`config.mk`:
```
export PLATFORM = sky130hd
export DESIGN_NAME = m_timer_ctrl
export DESIGN_NICKNAME = d
export VERILOG_FILES = /design/src/rtl/m_timer_ctrl.sv
export SDC_FILE = /design/constraint.sdc
export NUM_CORES = 1
export LEC_CHECK = 0
export CORE_MARGIN = 5
export CORE_UTILIZATION = 42
export CTS_CLUSTER_DIAMETER = 80
export DETAILED_ROUTE_END_ITERATION = 7
export PLACE_DENSITY = 0.84
export SLEW_MARGIN = 40
export SYNTH_ARGS = -nofsm -noshare
export SYNTH_HDL_FRONTEND = slang
export SYNTH_SLANG_ARGS = --single-unit
```
`constraint.sdc`:
```
create_clock -name i_ck -period 1.8 [get_ports i_ck]
set_input_delay 0.36 -clock i_ck [delete_from_list [all_inputs] [get_ports i_ck]]
set_output_delay 0.36 -clock i_ck [all_outputs]
set_load 0.005 [all_outputs]
```
`src/rtl/m_timer_ctrl.sv`:
```
// Programmable count-to-P timer: one-shot or periodic, with pause/resume,
// a one-cycle terminal-count pulse and a sticky terminal-count flag.
module m_timer_ctrl #(
    parameter int WIDTH = 4
) (
    input  logic             i_ck,
    input  logic             i_res,
    input  logic             i_start,
    input  logic             i_stop,
    input  logic             i_clr,
    input  logic             i_mode,
    input  logic [WIDTH-1:0] i_period,
    output logic [WIDTH-1:0] o_cnt,
    output logic [1:0]       o_state,
    output logic             o_busy,
    output logic             o_tc,
    output logic             o_flag
);

    localparam logic [1:0] ST_IDLE  = 2'b00;
    localparam logic [1:0] ST_RUN   = 2'b01;
    localparam logic [1:0] ST_PAUSE = 2'b10;
    localparam logic [1:0] ST_DONE  = 2'b11;

    logic [1:0]       r_state;
    logic [WIDTH-1:0] r_cnt;
    logic [WIDTH-1:0] r_pq;
    logic             r_mq;
    logic             r_tc;
    logic             r_flag;

    logic             w_terminal;
    logic             w_arm;

    assign w_terminal = (r_state == ST_RUN) && (r_cnt == r_pq);
    assign w_arm      = ((r_state == ST_IDLE) || (r_state == ST_DONE)) && i_start;

    // Period and mode are only sampled on arm, so live input changes never disturb a running count.
    always_ff @(posedge i_ck) begin
        if (!i_res) begin
            r_state <= ST_IDLE;
            r_cnt   <= '0;
            r_pq    <= '0;
            r_mq    <= 1'b0;
        end else begin
            case (r_state)
                ST_IDLE: begin
                    r_cnt <= '0;
                    if (w_arm) begin
                        r_pq    <= i_period;
                        r_mq    <= i_mode;
                        r_state <= ST_RUN;
                    end
                end
                ST_RUN: begin
                    if (w_terminal) begin
                        r_cnt <= '0;
                        if (!r_mq)
                            r_state <= ST_DONE;
                        else if (i_stop)
                            r_state <= ST_PAUSE;
                        else
                            r_state <= ST_RUN;
                    end else if (i_stop) begin
                        r_state <= ST_PAUSE;
                    end else begin
                        r_cnt <= r_cnt + WIDTH'(1);
                    end
                end
                ST_PAUSE: begin
                    if (!i_stop && i_start)
                        r_state <= ST_RUN;
                end
                ST_DONE: begin
                    r_cnt <= '0;
                    if (w_arm) begin
                        r_pq    <= i_period;
                        r_mq    <= i_mode;
                        r_state <= ST_RUN;
                    end else if (i_stop) begin
                        r_state <= ST_IDLE;
                    end
                end
                default: begin
                    r_state <= ST_IDLE;
                    r_cnt   <= '0;
                end
            endcase
        end
    end

    // A terminal edge sets the flag even when clr is asserted on the same edge.
    always_ff @(posedge i_ck) begin
        if (!i_res) begin
            r_tc   <= 1'b0;
            r_flag <= 1'b0;
        end else begin
            r_tc <= w_terminal;
            if (w_terminal)
                r_flag <= 1'b1;
            else if (i_clr)
                r_flag <= 1'b0;
        end
    end

    assign o_cnt   = r_cnt;
    assign o_state = r_state;
    assign o_busy  = (r_state == ST_RUN) || (r_state == ST_PAUSE);
    assign o_tc    = r_tc;
    assign o_flag  = r_flag;

endmodule

```
==> results.cfg <==
[synth]
syn_area_um2 = 754.5
synth_cells = 95
ys_top_cells_by_area = dfxtp_1 (34%), nand2_1 (9.5%), ha_1 (8.3%), a21oi_1 (6.6%), xor2_1 (4.6%)
synthMuxAreaShare_pct = 2.653
async_flop_share_pct = 0
yosysWarnings = 0
synth_top_family_by_area = simple AND/OR/NAND/NOR gates
synth_seq_area_share_pct = 34.49
yosys.area_share.adder_pct = 8.292
ys_types = 29
netlist.top_cell.by_area = dfxtp_1
netlist.area_leader.share_pct = 34.49
ys_ff_latch = 13
synth_nets = 110
synth_compound_area_share_pct = 19.24
syn_area_per_cell_um2 = 7.942
synth-edff-count = 0
ys.flop_type = dfxtp_1
yosys.area_share.simple_pct = 26.04
synthXorXnorAreaFrac_pct = 4.643

[routing]
dr.pass1.iters = 4
via_count = 776
wl_per_cell_um = 13.11
dr.first_iter.drc_count = 39
avgViaCountPerCell = 5.105
ant_nets = 0
drc = 0
drt-total-wl_mm = 1.993

[finish]
diodes = 0
mostFrequentLayoutCell = nand2_1
final_cell_mix = nand2_1 (19), clkdlybuf4s50_1 (17), buf_4 (14)
nets = 143
drive_gt1_share_pct = 18.90
regArea_um2 = 260.3
fillerInstances = 159
multi_input_area_um2 = 478.0
area_growth_syn_to_layout_pct = 45.60

[timing]
fin_crit_ns = 1.670
grt_setup_unrepaired = false
hold_viol = 0
fin_setup_tns_ns = 0
period_share_pct = 92.78
setup_viol = 0
fin_skew_ns = 0.004626
worstMarginPinSlew_ns = 0.3455
clock.fmax_mhz = 598.8
report.final.slew_viol_count = 0
maxSlewHeadroom_pct = 76.97
whs_ns = 0.4694

[floorplan]
die_y_um = 52.39
core_area_mm2 = 0.001727
die_area_mm2 = 0.002744
start_util_pct = 43.70
row_count = 15
io_pins = 19
die_w_um = 52.39

[power]
p_sw_mw = 0.5390
peakVddDrop_mv = 0.6380
switching_share_pct = 38.90
p_leak_nw = 0.4538
combPwrFrac_pct = 60.3
p_clk_share_pct = 12.6
power_density_mw_per_mm2 = 1261
p_seq_share_pct = 27.1
intPower_mw = 0.8466

[grt]
grt_use_total_pct = 17.15
grt_pass1_vias = 795
grt-ovfl-total = 0
grt_first_pass_wirelength_mm = 3.463
antenna_found_initial = 0
grt_max_degree = 12

[worst_setup_path]
arrival_ns = 1.31
worst-path-buf-inv = 2
crit_chain = buf_4, clkdlybuf4s50_1
path_depth = 2
critPathLaunchType = flip-flop
critical_path.slowest_cell = clkdlybuf4s50_1
worstSetupEndpointType = primary output
rr_worst_depth = 7
crit_type = reg -> out
path_delay_family = buffers and inverters
crit_fanout = 5
cpPeakStageDelay_ns = 0.50
required_ns = 1.44

[worst_hold_path]
min_path_cells = 2
hp-class = reg -> reg

[run]
cap_violations = 0

[placement]
dp_hpwl_mm = 1.595
portBuffers = 18
gp_congestion = 0.8440

[clock_tree]
clock-root-buffer = clkbuf_4
cts.reportedPaths.clkPinSlew_ns = 0.08
clk_latency_ns = 0.27
cts_tree = done
cts_buffers = 3
clock_path_buffers = 2
hold_buffers = 0
postCtsSetupRepairBufs = 0
cts_htree_levels = 1
cts_sinks = 13

[run_status]
status = completed
[tightest hold or removal path: stages (launching register included)]
cell	delay (ns)
dfxtp_1	0.32
nand2_1	0.05
a21oi_1	0.05
[Yosys cell counts, types with 2 or more instances]
master and count:
nand2_1 19, dfxtp_1 13, a21oi_1 10, ha_1 5
inv_1 5, nand3_1 5, xor2_1 4, clkbuf_1 3
nand2b_1 3, nor2_1 3, nor2b_1 3, o21ai_0 3
mux2i_1 2, nor3_1 2
[power groups by stage]
| stage | Sequential (mW) | Combinational (mW) | Clock [mW] |
|---|---|---|---|
| final | 0.375 | 0.835 | 0.175 |
| after global routing | 0.383 | 0.918 | 0.204 |
| after CTS | 0.375 | 0.823 | 0.177 |
| after detailed placement | 0.382 | 0.798 | 0 |
| after global placement | 0.379 | 0.771 | 0 |
| after floorplan | 0.396 | 0.422 | 0 |
[area by class of cell]
class / instances / area share [%]
Inverter: 5 / 1.708
Tap cell: 25 / 2.847
Sequential cell: 13 / 23.69
Clock buffer: 4 / 2.392
Timing Repair Buffer: 32 / 25.85
Multi-Input combinational cell: 73 / 43.51
[registers in the layout, summed over array words and instances, names as in the netlist]
signal   count
o_flag       1
r_mq         1
r_pq         4
o_state      2
o_cnt        4
o_tc         1
[stage by stage]
step	worst slack (ns)	cells	power, mW	instance area, um^2	util, %
5_1_grt	0.04930	152	1.505	1099	63.62
3_5_place_dp	-0.005995	148	1.181	1057	61.23
4_1_cts	0.06776	152	1.376	1095	63.41
6_report	0.1299	152	1.386	1099	63.62
3_3_place_gp	0.08355	148	1.150	1057	61.23
2_1_floorplan	0.03408	95	0.8184	757.0	-
[routing by layer]
metal  GRT usage [%]  routed length, um  vias up
met5               0                  0        -
met4           8.511                 42        0
met3           3.704                102        4
met2           28.72               1036       20
met1           20.38                811      360
li1                -                  -      392
[what timing repair did]
action / 4_1_cts / 5_1_grt
endpoints found under the setup margin: 1 / 1
gates resized for setup: 3 / 1
pin swaps: 0 / 0
[cells by family after synthesis]
group           after synthesis
compound gates               21
xor+xnor                      4
fa+ha+maj                     5
buf+inv                       9
flops                        13
mux                           2
simple gates                 41
[worst paths after layout]
path | slack (ns) | startpoint | end
worst max register to register | 0.16 | o_state[0] | o_state[0]
worst min register to register | 0.47 | r_pq[3] | r_pq[3]
worst max-delay path | 0.13 | o_cnt[3] | o_cnt[3]
worst min-delay path | 0.47 | r_pq[3] | r_pq[3]
Power figures use the tool's default switching activity.
